**config.mk**
```make
export PLATFORM = sky130hd
export DESIGN_NAME = gpio5_start_rx
export DESIGN_NICKNAME = d
export VERILOG_FILES = /design/src/rtl/gpio5_pkg.sv /design/src/rtl/gpio5_sync.sv /design/src/rtl/gpio5_start_rx.sv
export SDC_FILE = /design/constraint.sdc
export NUM_CORES = 1
export LEC_CHECK = 0
export CAP_MARGIN = 20
export CORE_ASPECT_RATIO = 0.5
export CORE_MARGIN = 1
export CORE_UTILIZATION = 57
export CTS_BUF_LIST = sky130_fd_sc_hd__clkbuf_16
export DETAILED_ROUTE_END_ITERATION = 10
export GPL_TIMING_DRIVEN = 0
export PLACE_DENSITY = 0.84
export RECOVER_POWER = 50
export SETUP_SLACK_MARGIN = 0.3
export SLEW_MARGIN = 30
export SYNTH_ARGS = -nofsm -noshare
export SYNTH_HDL_FRONTEND = slang
export SYNTH_SLANG_ARGS = --single-unit
```
**constraint.sdc**
```tcl
create_clock -name iclk -period 3.78 [get_ports iclk]
set_clock_uncertainty 0.05 [all_clocks]
set_input_delay 0.756 -clock iclk [delete_from_list [all_inputs] [get_ports iclk]]
set_output_delay 0.756 -clock iclk [all_outputs]
set_load 0.01 [all_outputs]
```
**src/rtl/gpio5_pkg.sv**
```systemverilog
// Shared GPIO5 start-strobe definitions: FSM encodings, default hold lengths, strobe polarity.
package gpio5_pkg;

  localparam int unsigned HOLD_W = 9;

  typedef enum logic [1:0] {
    ST_IDLE   = 2'd0,
    ST_ARM    = 2'd1,
    ST_ACTIVE = 2'd2,
    ST_REL    = 2'd3
  } gpio5_state_e;

  localparam logic [HOLD_W-1:0] HOLD_ONE           = 9'd1;
  localparam logic [HOLD_W-1:0] DEF_ASSERT_LENGTH  = 9'd200;
  localparam logic [HOLD_W-1:0] DEF_RELEASE_LENGTH = 9'd200;

  // Strobe line is active-low.
  localparam logic STROBE_ACTIVE = 1'b0;

endpackage

```
**src/rtl/gpio5_sync.sv**
```systemverilog
// Multi-flop synchroniser for the asynchronous start strobe; resets to the inactive (high) level.
module gpio5_sync #(
  parameter int unsigned SYNC_STAGES = 2
) (
  input  logic iclk,
  input  logic irst_n,
  input  logic d_i,
  output logic q_o
);

  logic [SYNC_STAGES-1:0] sync_q;

  always_ff @(posedge iclk or negedge irst_n) begin
    if (!irst_n) begin
      sync_q <= '1;
    end else begin
      sync_q <= {sync_q[SYNC_STAGES-2:0], d_i};
    end
  end

  assign q_o = sync_q[SYNC_STAGES-1];

endmodule

```
**src/rtl/gpio5_start_rx.sv**
```systemverilog
// GPIO5 start-strobe receiver: qualifies the synced strobe and raises level/pulse/request/overrun/count.
// States: IDLE idle | ARM counting lows | ACTIVE start held | REL counting highs before release.
module gpio5_start_rx
  import gpio5_pkg::*;
#(
  parameter int unsigned       SYNC_STAGES    = 2,
  parameter logic [HOLD_W-1:0] ASSERT_LENGTH  = DEF_ASSERT_LENGTH,
  parameter logic [HOLD_W-1:0] RELEASE_LENGTH = DEF_RELEASE_LENGTH,
  parameter int unsigned       CNT_W          = 16
) (
  input  logic             iclk,
  input  logic             irst_n,
  input  logic             i_start_str,
  input  logic             i_ack,
  input  logic             i_ovr_clr,
  output logic             o_start_lvl,
  output logic             o_start_pulse,
  output logic             o_start_req,
  output logic             o_overrun,
  output logic [CNT_W-1:0] o_start_cnt
);

  localparam logic [CNT_W-1:0] CNT_ONE = {{(CNT_W-1){1'b0}}, 1'b1};

  logic str_s;
  logic str_act;

  gpio5_state_e      state_q, state_d;
  logic [HOLD_W-1:0] hold_q, hold_d;
  logic [HOLD_W-1:0] hold_inc;
  logic              accept;

  logic             lvl_q, lvl_d;
  logic             pulse_q, pulse_d;
  logic             req_q, req_d;
  logic             ovr_q, ovr_d;
  logic [CNT_W-1:0] cnt_q, cnt_d;

  gpio5_sync #(
    .SYNC_STAGES(SYNC_STAGES)
  ) u_sync (
    .iclk  (iclk),
    .irst_n(irst_n),
    .d_i   (i_start_str),
    .q_o   (str_s)
  );

  assign str_act  = (str_s == STROBE_ACTIVE);
  assign hold_inc = hold_q + HOLD_ONE;

  always_ff @(posedge iclk or negedge irst_n) begin
    if (!irst_n) begin
      state_q <= ST_IDLE;
      hold_q  <= '0;
      lvl_q   <= 1'b0;
      pulse_q <= 1'b0;
      req_q   <= 1'b0;
      ovr_q   <= 1'b0;
      cnt_q   <= '0;
    end else begin
      state_q <= state_d;
      hold_q  <= hold_d;
      lvl_q   <= lvl_d;
      pulse_q <= pulse_d;
      req_q   <= req_d;
      ovr_q   <= ovr_d;
      cnt_q   <= cnt_d;
    end
  end

  // A length of 1 skips the counting state entirely.
  always_comb begin
    state_d = state_q;
    hold_d  = hold_q;
    accept  = 1'b0;
    case (state_q)
      ST_IDLE: begin
        if (str_act) begin
          if (ASSERT_LENGTH == HOLD_ONE) begin
            state_d = ST_ACTIVE;
            hold_d  = '0;
            accept  = 1'b1;
          end else begin
            state_d = ST_ARM;
            hold_d  = HOLD_ONE;
          end
        end
      end
      ST_ARM: begin
        if (!str_act) begin
          state_d = ST_IDLE;
          hold_d  = '0;
        end else if (hold_inc == ASSERT_LENGTH) begin
          state_d = ST_ACTIVE;
          hold_d  = '0;
          accept  = 1'b1;
        end else begin
          hold_d = hold_inc;
        end
      end
      ST_ACTIVE: begin
        if (!str_act) begin
          if (RELEASE_LENGTH == HOLD_ONE) begin
            state_d = ST_IDLE;
            hold_d  = '0;
          end else begin
            state_d = ST_REL;
            hold_d  = HOLD_ONE;
          end
        end
      end
      ST_REL: begin
        if (str_act) begin
          state_d = ST_ACTIVE;
          hold_d  = '0;
        end else if (hold_inc == RELEASE_LENGTH) begin
          state_d = ST_IDLE;
          hold_d  = '0;
        end else begin
          hold_d = hold_inc;
        end
      end
      default: begin
        state_d = ST_IDLE;
        hold_d  = '0;
      end
    endcase
  end

  // An accept always wins over a same-cycle ack or overrun clear.
  always_comb begin
    lvl_d   = (state_d == ST_ACTIVE) || (state_d == ST_REL);
    pulse_d = accept;
    req_d   = req_q;
    ovr_d   = ovr_q;
    cnt_d   = cnt_q;
    if (accept) begin
      req_d = 1'b1;
      cnt_d = cnt_q + CNT_ONE;
    end else if (i_ack) begin
      req_d = 1'b0;
    end
    if (accept && req_q && !i_ack) begin
      ovr_d = 1'b1;
    end else if (i_ovr_clr) begin
      ovr_d = 1'b0;
    end
  end

  assign o_start_lvl   = lvl_q;
  assign o_start_pulse = pulse_q;
  assign o_start_req   = req_q;
  assign o_overrun     = ovr_q;
  assign o_start_cnt   = cnt_q;

endmodule
```
==> results of run 1 <==
[worst max-delay path: stages, from the launching register on]
cell      delay [ps]
dfrtp_1          460
ha_1             220
clkbuf_1         190
a21o_2           230
a311o_1          360
o21ai_2          190
nand3_1          290
mux2_2           340
[synthesized netlist by cell type, drive strengths merged]
library cell and number:
a2111oi 1, a21o 2, a21oi 1, a221o 1, a221oi 1, a22o 1, a311o 2, and2 4
and3 6, and4 4, buf 2, clkbuf 3, dfrtp 31, dfstp 2, ha 2, inv 5
mux2 2, mux2i 3, nand2 12, nand2b 2, nand3 16, nand4 9, nand4b 1, nor2 9
nor2b 1, nor3 2, nor3b 3, nor4b 1, o211a 1, o21ai 6, o22ai 1, o31ai 2
or2 1, or4 1, xnor2 14, xor2 3
[per-stage QoR]
stage	cell area [µm²]	setup slack, ps	cells	util
after floorplan	1650	1640	158	-
after global placement	1940	1280	219	0.727
after detailed placement	1960	1360	220	0.736
after CTS	2130	1340	228	0.798
after global routing	2100	1190	228	0.789
final	2100	1330	228	0.789
[final cells by class]
cell class,instances,area [µm²],share of cell area
Clock inverter,3,41.3,0.0196
Sequential cell,33,828,0.394
Buffer,5,21.3,0.0101
Multi-Input combinational cell,115,786,0.373
Inverter,5,18.8,0.00892
Timing Repair Buffer,25,238,0.113
Clock buffer,5,125,0.0595
Tap cell,37,46.3,0.0220
[metal layers]
metal,vias to the layer above,share of wire,global-route usage
li1,642,-,-
met1,677,0.44,0.312
met2,50,0.48,0.441
met3,9,0.056,0.0886
met4,0,0.022,0.130
met5,-,0,0
[registers in the layout, indices dropped and copies added (netlist names)]
register / flops
state_q: 2
o_start_pulse: 1
hold_q: 9
o_start_cnt: 16
u_sync.sync_q: 2
o_start_req: 1
o_start_lvl: 1
o_overrun: 1
[power breakdown]
group / switching (mW) / internal (mW)
combinational: 0.0224 / 0.0135
sequential: 0.00792 / 0.359
clock: 0.145 / 0.308
[logic make-up (layout without fill, tap and decap cells)]
logic type	Yosys count	in the layout	share of synthesized area
AND/OR/NAND/NOR	72	72	0.252
XOR/XNOR	17	17	0.0900
AO/OA/AOI/OAI	19	19	0.0862
flip-flops	33	33	0.501
multiplexers	5	5	0.0318
buffers and inverters	10	43	0.0242
adder cells (fa/ha/maj)	2	2	0.0151
[worst paths after layout]
check	end	slack (ps)	start
worst min register to register	u_sync.sync_q[1]	310	u_sync.sync_q[0]
worst max register to register	o_start_cnt[1]	1330	hold_q[0]
worst max-delay path	o_start_cnt[1]	1330	hold_q[0]
worst min-delay path	u_sync.sync_q[1]	310	u_sync.sync_q[0]
max in group asynchronous	hold_q[7]	1760	irst_n
min in group asynchronous	o_start_req	400	irst_n
==> results.toml, run 1 <==
[pwr]
vdd_drop_max_v = 0.000263
leakage_nw = 0.940
fin_total_pwr_mw = 0.856
power_density_nw_per_um2 = 407

[grt]
grt_antenna_before_repair = 0
grt_usage = 0.260
grt_max_degree = 24
grt_pass1_wl_um = 5670
overflow = 0
grt_pass1_vias = 1169

[synth]
post_synth_num_cell_types = 39
seq_area_frac_synth = 0.501
ys_warn_count = 0
netlist_area_um2 = 1650
synth.top_cell.area_share = 0.469
synthCells = 158
yosys.area.top_type = "dfrtp_1"
synth_seq_cells = 33
syn_nets = 165
avgSynthCellArea_um2 = 10.5
synthTopCellsByArea = "dfrtp_1 (47%), xnor2_1 (7.4%), nand3_1 (4.8%)"

[detailed_routing]
drt_wl_total_um = 3680
wl_per_cell_um = 16.1
detail_route.vias_per_cell = 6.04
drtAntennaViolNets = 0
first_pass_iters = 4
drc_errors = 0
dr.first_iter.drc_count = 95
via_count = 1378

[timing]
tightestPinTransition_ps = 1220
setup_violations = 0
clock.fmax_mhz = 408
holdWs_ps = 311
finalCritPeriodShare = 0.648
layout_min_cycle_time_ps = 2450
slew_viol_final = 0
hold_viol = 0
fin_tns_setup_ps = 0
maxSlewHeadroom = 0.186
rsz0062_at_grt = "false"

[finish]
drive_above_1_share = 0.0890
fill_cells = 163
n_antenna_cell = 0
final_nets = 197
layout_common_cells = "dfrtp_1 (31), clkdlybuf4s50_1 (18), nand3_1 (16), xnor2_1 (14), nand2_1 (11)"
final_common_cell = "dfrtp_1"
syn_to_final_growth_pct = 27.2

[worst_setup_path]
cp-end-kind = "flop"
start_kind = "flop"
critPathRequiredTime_ps = 3900
r2r_cells = 7
crit_fanout = 10
crit_type = "flop to flop"
cp.arrival_ps = 2570

[cts]
clk_latency_ps = 280
hold_buffers = 0
cts_sinks = 33
path_clk_slew_ps = 50
cts_tree = "done"
cts-root-buf = "clkbuf_16"
ctsResizeCount = 0
post_cts_buffers = 0
cts_buffers = 5
h-tree-depth = 2
clockBufferDepth = 2

[floorplanning]
initial_utilization = 0.620
die_h_um = 40.1
dieArea_um2 = 3130
ios = 25
fp.coreArea_um2 = 2670
die_x_um = 78.2
rows = 13

[min_path]
whs_path_depth = 0
min_path_type = "flop to flop"

[job]
maxCapViolations = 0

[placement]
gp_congestion = 0.852
dp_hpwl_um = 2460
io_buffers = 24

[status]
status = "finished, final reports clean"
Power figures use the tool's default switching activity.
==> run 2, diff against run 1 <==
--- a/config.mk
+++ b/config.mk
@@ -8,11 +8,11 @@
 export CAP_MARGIN = 20
 export CORE_ASPECT_RATIO = 0.5
 export CORE_MARGIN = 1
-export CORE_UTILIZATION = 57
+export CORE_UTILIZATION = 48
 export CTS_BUF_LIST = sky130_fd_sc_hd__clkbuf_16
 export DETAILED_ROUTE_END_ITERATION = 10
 export GPL_TIMING_DRIVEN = 0
-export PLACE_DENSITY = 0.84
+export PLACE_DENSITY = 0.75
 export RECOVER_POWER = 50
 export SETUP_SLACK_MARGIN = 0.3
 export SLEW_MARGIN = 30
==> constraint.sdc (replaced) <==
create_clock -name iclk -period 2.1 [get_ports iclk]
set_clock_uncertainty 0.05 [all_clocks]
set_input_delay 0.42 -clock iclk [delete_from_list [all_inputs] [get_ports iclk]]
set_output_delay 0.42 -clock iclk [all_outputs]
set_load 0.01 [all_outputs]
==> run 2 against run 1 <==
Compared with the run above:
- via count rose by 3.8%
- setup slack got worse by 1300 ps
- final area rose by 13%
- sequential power is 80% higher
- total power rose by 70%
- final cell count rose by 10%
- die area up 18%
==> results.toml, run 2 (same netlist as run 1, synthesis figures left out) <==
[floorplanning]
die_h_um = 43.5
dieArea_um2 = 3700
rows = 14
fp.coreArea_um2 = 3140
die_x_um = 85.0
initial_utilization = 0.528
ios = 25

[worst_setup_path]
regToRegSetupSlack_ps = 3
cp-end-kind = "flop"
critPathRequiredTime_ps = 2210
r2r_cells = 7
critical_path.startpoint = "hold_q[1]"
cp.arrival_ps = 2210
reg2reg_to = "o_start_cnt[1]"
start_kind = "flop"
critical_path.cell_chain = "ha_4, buf_8, a21o_2, a311o_1, o21ai_4, nand3_4, mux2_4"
slowest_stage = "dfrtp_1"
crit_fanout = 6
reg2reg_from = "hold_q[1]"
crit_type = "flop to flop"
endpoint = "o_start_cnt[1]"
slowest_delay_ps = 430

[timing]
clock.fmax_mhz = 477
maxSlewHeadroom = 0.599
tightestPinTransition_ps = 601
setup_violations = 0
holdWs_ps = 318
layout_min_cycle_time_ps = 2100
slew_viol_final = 0
worst_slack_ps = 2.65
finalCritPeriodShare = 0.999
rsz0062_at_grt = "true"
hold_viol = 0

[finish]
syn_to_final_growth_pct = 43.4
final_nets = 217
n_antenna_cell = 0
largest_reg_flops = 16
layout_common_cells = "dfrtp_1 (28), clkdlybuf4s50_1 (22), buf_4 (16), nand3_1 (14), xnor2_1 (12)"
drive_above_1_share = 0.261
final_common_cell = "dfrtp_1"

[cts]
clk_latency_ps = 280
cts-root-buf = "clkbuf_16"
clockBufferDepth = 2
path_clk_slew_ps = 50
cts_sinks = 33
cts_buffers = 5
cts_tree = "done"
h-tree-depth = 2

[grt]
grt_max_degree = 25
overflow = 0
grt_pass1_wl_um = 6530
grt_usage = 0.233
grt_antenna_before_repair = 0
grt_pass1_vias = 1371

[pwr]
power_switching_mw = 0.321
leakage_nw = 1.07
pwr-share-comb = 0.078
power_density_nw_per_um2 = 612
seqPwrFrac = 0.455
clkPwrFrac = 0.467
p_int_mw = 1.13
vdd_drop_max_v = 0.000385
switching_share = 0.221

[min_path]
min_path_type = "flop to flop"
whs_path_depth = 0
holdCritStartpoint = "u_sync.sync_q[0]"

[status]
status = "finished, final reports clean"

[placement]
io_buffers = 24
dp_hpwl_um = 2310
gp_congestion = 0.819
dp_slack_ps = -93.3

[detailed_routing]
drc_errors = 0
drtAntennaViolNets = 0
first_pass_iters = 4
dr.first_iter.drc_count = 71
drt_wl_total_um = 3940
wl_per_cell_um = 15.7
detail_route.vias_per_cell = 5.70
via_count = 1431

[job]
maxCapViolations = 0
run 2: cell types whose count changed in the layout (fill, tap and decap cells not counted), sizes merged:
| cell | change |
|---|---|
| bufinv | -1 |
| inv | +3 |
| clkinvlp | -1 |
| o21ai | +1 |
| clkinv | -1 |
| clkdlybuf4s50 | +4 |
| buf | +19 |
| dlygate4sd3 | -3 |
| clkbuf | -1 |
run 2: stage by stage:
step | TNS [ps] | util | std cells | cell area, µm² | total power [mW]
after floorplan | 0 | - | 158 | 1700 | 0.711
after global placement | -3350 | 0.633 | 222 | 1990 | 0.741
after detailed placement | -684 | 0.640 | 223 | 2010 | 0.748
after CTS | 0 | 0.730 | 244 | 2290 | 1.44
after global routing | -234 | 0.757 | 251 | 2370 | 1.50
final | 0 | 0.757 | 251 | 2370 | 1.45
run 2: power by group through the flow:
stage          clock [mW]  sequential (mW)  combinational [mW]
6_report            0.677            0.661               0.113
3_3_place_gp            0            0.672              0.0688
3_5_place_dp            0            0.672              0.0754
2_1_floorplan           0            0.669              0.0418
4_1_cts             0.684            0.658               0.102
5_1_grt             0.714            0.662               0.124
run 2: per-layer routing:
layer	vias to the layer above	GRT usage	part of all wire
met3	8	0.0590	0.049
met2	36	0.381	0.47
met4	0	0.102	0.015
met1	707	0.303	0.47
met5	-	0	0
li1	680	-	-
run 2: worst min path at each step:
| stage | endpoint | slack (ps) |
|---|---|---|
| 6_report | u_sync.sync_q[1] | 320 |
| 4_1_cts | u_sync.sync_q[1] | 320 |
| 3_5_place_dp | o_start_cnt[0] | 260 |
| 3_3_place_gp | u_sync.sync_q[1] | 300 |
| 2_1_floorplan | hold_q[0] | 70 |
| 5_1_grt | u_sync.sync_q[1] | 320 |
run 2: area by class of cell:
class | instances | area [µm²]
multi-input combinational | 116 | 903
sequential | 33 | 832
fill | 196 | 763
timing repair buffer | 44 | 392
clock buffer | 5 | 125
tap | 40 | 50.0
buffer | 5 | 40.0
inverter | 5 | 18.8
clock inverter | 3 | 11.3
run 2: critical path, delay by kind of cell, from the launching register on:
family	cells	cell delay, ps
adders and majority gates	1	190
buffers and inverters	1	120
and+or+nand+nor	1	150
muxes	1	330
DFF	1	430
AOI/OAI and AO/OA	3	720
run 2: what timing repair did:
action / CTS / global route
pin swaps: 7 / 7
hold endpoints to repair: 9 / 0
buffers inserted: 11 / 6
cloned: 1 / 1
setup endpoints to repair: 28 / 30
gates resized for setup: 12 / 16
hold buffers: 1 / 0
